## config.mk

```make
export PLATFORM = sky130hd
export DESIGN_NAME = dsp_mac_sequencer
export DESIGN_NICKNAME = d
export VERILOG_FILES = /design/src/rtl/dsp_seq_pkg.sv /design/src/rtl/sync_fifo.sv /design/src/rtl/dsp_mac_sequencer.sv
export SDC_FILE = /design/constraint.sdc
export NUM_CORES = 1
export LEC_CHECK = 0
export CELL_PAD_IN_SITES_DETAIL_PLACEMENT = 0
export CELL_PAD_IN_SITES_GLOBAL_PLACEMENT = 1
export CORE_UTILIZATION = 37
export DETAILED_ROUTE_END_ITERATION = 16
export GPL_ROUTABILITY_DRIVEN = 0
export PLACE_DENSITY_LB_ADDON = 0.12
export SLEW_MARGIN = 30
export SYNTH_ARGS = -nofsm -noshare
export SYNTH_HDL_FRONTEND = slang
export SYNTH_HIERARCHICAL = 1
export SYNTH_SLANG_ARGS = --single-unit
```

## constraint.sdc

```tcl
create_clock -name CLK -period 8.2 [get_ports CLK]
set_clock_uncertainty 0.2 [all_clocks]
set_input_delay 1.64 -clock CLK [delete_from_list [all_inputs] [get_ports CLK]]
set_output_delay 1.64 -clock CLK [all_outputs]
set_load 0.05 [all_outputs]
```

## src/rtl/dsp_seq_pkg.sv

```systemverilog
// Shared constants for the DSP48A1 MAC sequencer: opmodes, stage offsets
// and datapath widths.
package dsp_seq_pkg;

    localparam int OP_W  = 18;
    localparam int RES_W = 48;

    // X=M, Z=0: first beat of a vector discards the previous P.
    localparam logic [7:0] OPM_FIRST = 8'h01;
    // X=M, Z=P: accumulate onto the running sum.
    localparam logic [7:0] OPM_ACC   = 8'h09;

    // Offsets from the issue cycle (dsp_a/dsp_b driven) to each action.
    localparam int OPM_OFS = 1;
    localparam int CEP_OFS = 2;
    localparam int CAP_OFS = 3;

endpackage

```

## src/rtl/sync_fifo.sv

```systemverilog
// Synchronous FIFO, first-word-fall-through read port, sync active-high rst.
// Ports: clk, rst, wr_en/wr_data, rd_en/rd_data (0 while empty), full, empty.
module sync_fifo #(
    parameter int WIDTH = 8,
    parameter int DEPTH = 4
) (
    input  logic             clk,
    input  logic             rst,
    input  logic             wr_en,
    input  logic [WIDTH-1:0] wr_data,
    input  logic             rd_en,
    output logic [WIDTH-1:0] rd_data,
    output logic             full,
    output logic             empty
);

    localparam int AW = $clog2(DEPTH);

    logic [WIDTH-1:0] mem [DEPTH];
    logic [AW:0]      wr_ptr;
    logic [AW:0]      rd_ptr;
    logic             do_wr;
    logic             do_rd;

    assign empty = (wr_ptr == rd_ptr);
    assign full  = (wr_ptr[AW-1:0] == rd_ptr[AW-1:0]) &&
                   (wr_ptr[AW] != rd_ptr[AW]);

    assign do_rd = rd_en && !empty;
    // A read in the same cycle frees the slot a write into a full FIFO needs.
    assign do_wr = wr_en && (!full || do_rd);

    assign rd_data = empty ? '0 : mem[rd_ptr[AW-1:0]];

    always_ff @(posedge clk) begin
        if (rst) begin
            wr_ptr <= '0;
            rd_ptr <= '0;
        end else begin
            if (do_wr) wr_ptr <= wr_ptr + (AW+1)'(1);
            if (do_rd) rd_ptr <= rd_ptr + (AW+1)'(1);
        end
    end

    always_ff @(posedge clk) begin
        if (do_wr) mem[wr_ptr[AW-1:0]] <= wr_data;
    end

endmodule

```

## src/rtl/dsp_mac_sequencer.sv

```systemverilog
// Drives one DSP48A1 slice as a MAC engine: operand stream in (s_*),
// slice pins out (dsp_*), P read back, one {sum,len} result per vector (m_*).
module dsp_mac_sequencer
    import dsp_seq_pkg::*;
#(
    parameter int RES_DEPTH = 4,
    parameter int LEN_W     = 16
) (
    input  logic             CLK,
    input  logic             RST,
    input  logic             s_valid,
    output logic             s_ready,
    input  logic [OP_W-1:0]  s_a,
    input  logic [OP_W-1:0]  s_b,
    input  logic             s_last,
    output logic [OP_W-1:0]  dsp_a,
    output logic [OP_W-1:0]  dsp_b,
    output logic [7:0]       dsp_opmode,
    output logic             dsp_cea,
    output logic             dsp_ceb,
    output logic             dsp_cem,
    output logic             dsp_ceopmode,
    output logic             dsp_cep,
    input  logic [RES_W-1:0] dsp_p,
    output logic             m_valid,
    input  logic             m_ready,
    output logic [RES_W-1:0] m_data,
    output logic [LEN_W-1:0] m_len,
    output logic             busy
);

    localparam int CW = $clog2(RES_DEPTH) + 1;
    localparam int FW = RES_W + LEN_W;
    localparam logic [LEN_W-1:0] LEN_MAX = '1;

    logic             accept;
    logic             acc_last;
    logic             pop;
    logic             first_q;
    logic [LEN_W-1:0] cnt_q;
    logic [LEN_W-1:0] cnt_inc;
    logic [CW-1:0]    credits_q;

    // Tag pipe: index k describes the beat whose issue cycle was k cycles ago.
    logic [CAP_OFS:0] pv_q;
    logic [CAP_OFS:0] pl_q;
    logic [LEN_W-1:0] plen_q [CAP_OFS+1];
    logic             pf_q;

    logic             cap;
    logic             fifo_full;
    logic             fifo_empty;
    logic [FW-1:0]    fifo_rd;

    assign s_ready  = !RST && (credits_q != '0);
    assign accept   = s_valid && s_ready;
    assign acc_last = accept && s_last;
    assign pop      = m_valid && m_ready;
    assign cnt_inc  = (cnt_q == LEN_MAX) ? cnt_q : cnt_q + LEN_W'(1);

    assign dsp_cea      = !RST;
    assign dsp_ceb      = !RST;
    assign dsp_cem      = !RST;
    assign dsp_ceopmode = !RST;

    assign cap = pv_q[CAP_OFS] && pl_q[CAP_OFS];

    always_ff @(posedge CLK) begin
        if (RST) begin
            first_q    <= 1'b1;
            cnt_q      <= '0;
            credits_q  <= CW'(RES_DEPTH);
            pv_q       <= '0;
            pl_q       <= '0;
            pf_q       <= 1'b0;
            for (int k = 0; k <= CAP_OFS; k++) plen_q[k] <= '0;
            dsp_a      <= '0;
            dsp_b      <= '0;
            dsp_opmode <= '0;
            dsp_cep    <= 1'b0;
        end else begin
            dsp_a <= accept ? s_a : '0;
            dsp_b <= accept ? s_b : '0;

            pv_q      <= {pv_q[CAP_OFS-1:0], accept};
            pl_q      <= {pl_q[CAP_OFS-1:0], s_last};
            // Only the opmode stage needs the first tag.
            pf_q      <= first_q;
            plen_q[0] <= cnt_inc;
            for (int k = 1; k <= CAP_OFS; k++) plen_q[k] <= plen_q[k-1];

            if (pv_q[OPM_OFS-1])
                dsp_opmode <= pf_q ? OPM_FIRST : OPM_ACC;
            dsp_cep <= pv_q[CEP_OFS-1];

            if (accept) begin
                first_q <= s_last;
                cnt_q   <= s_last ? '0 : cnt_inc;
            end

            // Credit reserved at last-beat accept, returned on pop.
            case ({acc_last, pop})
                2'b10:   credits_q <= credits_q - CW'(1);
                2'b01:   credits_q <= credits_q + CW'(1);
                default: credits_q <= credits_q;
            endcase
        end
    end

    sync_fifo #(
        .WIDTH (FW),
        .DEPTH (RES_DEPTH)
    ) u_res_fifo (
        .clk     (CLK),
        .rst     (RST),
        .wr_en   (cap && (!fifo_full || pop)),
        .wr_data ({dsp_p, plen_q[CAP_OFS]}),
        .rd_en   (pop),
        .rd_data (fifo_rd),
        .full    (fifo_full),
        .empty   (fifo_empty)
    );

    assign m_valid         = !fifo_empty;
    assign {m_data, m_len} = fifo_rd;
    assign busy            = (|pv_q) || !fifo_empty;

endmodule
```

# After elaboration in Yosys (flattened, before gate mapping)
# Memory sizes are Yosys's and may differ from the RTL's. A register that Yosys moved wholly into a read port is not among the register bits.
# Index checks and enable logic that the tools add are counted.
# word_totals
reg_bits,80
ram_bits,320
inputBits,89
wordCells,65
memories,2
# mem_list
memory,words,word_bits,rd,rd_ports_with_merged_regs,wr,line_no,rtl
u_res_fifo.mem,4,64,1,1,1,sync_fifo.sv:19,logic [WIDTH-1:0] mem [DEPTH];
plen_q,4,16,4,0,4,dsp_mac_sequencer.sv:47,logic [LEN_W-1:0] plen_q [CAP_OFS+1];
# op_classes
n_addsub,5
n_eq_ne,6
mux,16
bitwise,5
n_reduce_logical,19
# op_table
cell,count
2-to-1 mux 16 bit,6
2-to-1 mux 64 bit,1
"adder 16 x 1 -> 16 bit, second input constant",1
"equality test 16 bit, second input constant",1
"adder 3 x 1 -> 3 bit, second input constant",3
logical AND 1 bit,9
case mux 3 bit (2 select lines),1
2-to-1 mux 1 bit,5
2-to-1 mux 2 bit,2
2-to-1 mux 4 bit,1
bitwise OR 1 bit,4
OR reduction 4 bit,1
equality test 3 bit,1
logical NOT 1 bit,3
logical OR 1 bit,3
nonzero test 3 bit,1
"subtractor 3 x 1 -> 3 bit, second input constant",1
"equality test 2 x 1 -> 1 bit, second input constant",1
equality test 2 bit,1
"equality test 2 bit, second input constant",1
nonzero test 2 bit,1
OR reduction 2 bit,1
!= test 1 bit,1
inverter 1 bit,1

# Logic depth before layout (Yosys ltp)
# depth
word_depth,8
ltp_mapped,10
depth_no_buf,9

# Cells and area by module
# Netlist, hierarchy kept.
# by_module_without_submodules
mod,n_inst,cells_per_inst,area_per_inst_um2,seq_area_each_um2
sync_fifo,1,459,10127.2,7847.5
dsp_mac_sequencer,1,442,4598.2,2622.5

# Worst setup path after synthesis
# No wires, ideal clock.
# synth_path
path_type,in2reg
startpoint,in m_ready
endpoint,reg u_res_fifo.wr_ptr[2]
arrival_time_ns,6.068
path_slack_ns,1.857
path_stages,5
path_buffers,0
cell_sequence,nor2b_1 -> o211a_1 -> nand2_1 -> a41oi_1 -> mux2_2
# synth_between
elab_chain_len,4
# synth_rtl
element,line_no,rtl
start: declaration,dsp_mac_sequencer.sv:26,"input logic m_ready,"
logical AND 1 bit *,dsp_mac_sequencer.sv:58,assign pop = m_valid && m_ready;
logical OR 1 bit / logical AND 1 bit (equally long branches),"dsp_mac_sequencer.sv:116, sync_fifo.sv:29",
logical AND 1 bit / logical OR 1 bit (equally long branches),"dsp_mac_sequencer.sv:116, sync_fifo.sv:31",
logical AND 1 bit *,sync_fifo.sv:31,assign do_wr = wr_en && (!full || do_rd);
end signal: assignment,sync_fifo.sv:40,if (do_wr) wr_ptr <= wr_ptr + (AW+1)'(1);
end: declaration,sync_fifo.sv:20,logic [AW:0] wr_ptr;
# Every way passes the cells marked *; elsewhere a longest branch is shown, timed or not.
# A chain may end at the register's enable or synchronous reset.

==> out/summary.log <==
qor: status.outcome complete, no violations
qor: critical_path.crit_path_end_kind output pin
qor: critical_path.critPathMaxStageDelay 750 ps
qor: timing.rsz0062_at_grt no
qor: synthesis.synth_ff_type sky130_fd_sc_hd__edfxtp_1
qor: synthesis.synth_enable_flop_cells 256
qor: timing.timing.max_slew.rel_slack 38.7%
qor: critical_path.setup.worst_path.start_class flip-flop
qor: critical_path.critical_path.cell_chain buf_16 > buf_4 > mux4_2 > nor2b_1 > clkdlybuf4s50_1
qor: timing.drv_slew 0
qor: place.post-place-cells 1568
qor: grt.maximum_number_of_pins_on_one_net_before_global_route_repair 90
qor: cells_and_area.post-route-util 47.7%
qor: power.finalPower 0.00435 W
qor: critical_path.worst-setup-path-type flip-flop to output pin
qor: floorplanning.floorplan.initialDensity 37.8%
qor: cells_and_area.fillCellCount 3390
qor: cts.max-clock-path-buffers 3
qor: timing.hold_ws 223 ps
qor: grt.initial_antenna_violation_count 0
qor: place.detailed_placement_wirelength_estimate 17000 microns
qor: route.avgRoutedWirePerCell 17.7 microns
qor: power.leakagePower 6.18 nW
qor: synthesis.syn_area_per_cell 16.3 sq um
qor: grt.grt_util_all_layers 14.5%
qor: route.final_routed_drc_violation_total 0
qor: synthesis.ys_top_cells_by_count 256 x sky130_fd_sc_hd__edfxtp_1, 139 x sky130_fd_sc_hd__dfxtp_1, 126 x sky130_fd_sc_hd__nor2b_1
qor: flow_run.timing.max_cap.violations 0
qor: timing.layout_min_cycle_time 5210 ps
qor: cts.cts_num_sinks 395
qor: synthesis.synth.yosys.warnings 6
qor: synthesis.count_of_cell_types_in_the_netlist 64
qor: floorplanning.io_pins 205
qor: floorplanning.design.die.area 40600 sq um
qor: cts.cts_setup_buffers 0
qor: cells_and_area.area_growth 26.2%
qor: power.power_per_cell_area 234 nW/um^2
qor: cells_and_area.fin_nets 1193
qor: grt.grt_pass1_wl 46000 microns
qor: cells_and_area.multiInputGateArea 3930 sq um
qor: timing.finalCritPeriodShare 63.5%
qor: grt.grt_use_met3 3.05%
qor: floorplanning.rows 72
qor: timing.worst-slew-pin-transition 919 ps
qor: route.num_vias 7853
qor: cts.buffer_type_at_the_clock_tree_root sky130_fd_sc_hd__clkbuf_16
qor: cts.cts_tree built
qor: min_path.hold_removal_path_class flip-flop to flip-flop
qor: timing.setup_viol 0
qor: cts.h_tree_levels 2
qor: synthesis.sequential_share_of_the_synthesized_area 71.1%
qor: grt.use_met1 19.3%
qor: route.wirelength 29100 microns
qor: cts.clock_latency 530 ps
qor: cts.ctsResizeCount 0
qor: synthesis.synthCells 901
qor: place.io_buffer_count 198
qor: cells_and_area.instances_no_fill 1647
qor: synthesis.synth_area_leader_cell sky130_fd_sc_hd__edfxtp_1
qor: grt.grt_overflow 0
qor: cells_and_area.diodes 0
qor: grt.global_route.peak_usage_layer met2
qor: cts.worst_path_clk_slew 60 ps
qor: cells_and_area.post_route_cells_drive_above_1_share 15.2%
qor: critical_path.worstPathMaxFanout 28
qor: floorplanning.die_width 201 microns
qor: floorplanning.core_area 38900 sq um
qor: grt.first_global_vias 8165
qor: timing.fmax 192 MHz
qor: critical_path.cp_data_required_time 6360 ps
qor: route.detailedRoute.firstIterationViolations 275
qor: route.first_pass_iters 4
qor: synthesis.ys_top_cells_by_area sky130_fd_sc_hd__edfxtp_1 52%, sky130_fd_sc_hd__dfxtp_1 19%, sky130_fd_sc_hd__mux4_2 9.8%, sky130_fd_sc_hd__nor2b_1 5.4%, sky130_fd_sc_hd__and3_1 1.7%
qor: timing.hold_violations 0
qor: synthesis.post_synth_instance_area 14700 sq um
qor: route.viasPerCell 4.77
qor: power.power.ir.vdd_worst 0.158 mV
qor: cts.cts_made_buffers 43
qor: critical_path.crit_arrival 3370 ps
qor: floorplanning.die_h 201 microns
qor: synthesis.synthArstFlopShare 0%
qor: cells_and_area.final-seq-area 10500 sq um
qor: critical_path.critical-path-slowest-cell sky130_fd_sc_hd__clkdlybuf4s50_1
qor: synthesis.synth_seq_cells 395
qor: route.ant_nets 0
qor: grt.groute.layer.met2.usage 23.9%
qor: synthesis.synthMostInstantiatedCell sky130_fd_sc_hd__edfxtp_1
qor: timing.finalSetupTns 0 ps
qor: cts.postCtsHoldBufs 0
qor: synthesis.synthDominantCellAreaShare 52.2%
layer usage:
metal  up-vias  wire length (microns)
met5         -                      0
met4         0                    571
met3        40                   1530
met2       188                  13900
met1      3859                  13100
li1       3766                      -
stage by stage:
| stage | setup WS, ps | area [sq um] |
|---|---|---|
| after floorplan | 1860 | 14700 |
| after global placement | 3150 | 17200 |
| after detailed placement | 3140 | 17200 |
| after CTS | 2650 | 18500 |
| after global routing | 2750 | 18600 |
| final | 2990 | 18600 |
worst paths after layout:
path	from	endpoint	slack [ps]	cells past startpoint
worst max-delay path	flip-flop	m_len[2]	2990	5
worst min-delay path	plen_q[0][46]$_SDFF_PP0_	plen_q[0][62]$_SDFF_PP0_	220	1
worst max register to register	u_res_fifo/wr_ptr[0]$_SDFFE_PP0P_	u_res_fifo/mem[2][9]$_DFFE_PP_	4260	8
worst min register to register	plen_q[0][46]$_SDFF_PP0_	plen_q[0][62]$_SDFF_PP0_	220	1
flip-flops by register name (all words and copies together), names as in the netlist, named ones only:
name and count:
credits_q 3, pf_q 1, dsp_a 18, u_res_fifo/rd_ptr 3, dsp_opmode 2, cnt_q 16
plen_q 64, pl_q 4, pv_q 4, u_res_fifo/wr_ptr 3, first_q 1, dsp_b 18
u_res_fifo/mem 256
final cells by class:
class                      count  share of cell area [%]
sequential                   395                    56.4
multi-input combinational    434                    21.1
clock inverter                20                   0.808
inverter                      11                   0.222
timing repair buffer         211                    11.3
tap                          518                    3.49
clock buffer                  58                    6.61
cell usage in the layout (no fill, tap or decap), drive strengths merged, types with 12 or more instances in the layout:
cell type,count
inv,13
and3,40
nor2,25
clkdlybuf4s50,197
edfxtp,256
nor2b,126
nand2,21
clkbuf,58
buf,14
a21oi,18
dfxtp,139
clkinv,15
o21ai,12
mux4,64
power by group:
group	internal, W	switching, W	leakage, nW	total, W
Sequential	0.00213	0.0000124	3.39	0.00214
Clock	0.00109	0.000752	0.679	0.00184
Combinational	0.000130	0.000234	2.11	0.000364
Total	0.00335	0.000998	6.18	0.00435
cell families (layout without fill, tap and decap cells):
family / after synthesis / in the layout / synth area share (%)
AND/OR/NAND/NOR: 264 / 264 / 10.9
XOR/XNOR: 13 / 13 / 0.773
other: 1 / 6 / 0.0255
buffers and inverters: 77 / 300 / 2.60
adder cells (fa/ha/maj): 8 / 8 / 0.731
flip-flops: 395 / 395 / 71.1
multiplexers: 73 / 73 / 10.5
AO/OA/AOI/OAI: 70 / 70 / 3.37
worst max-delay path, delay by kind of cell (launching register included):
kind | cells | cell delay (ps)
mux | 1 | 580
buf+inv | 3 | 1520
flops | 1 | 560
simple gates | 1 | 150
(Power assumes the default switching activity.)
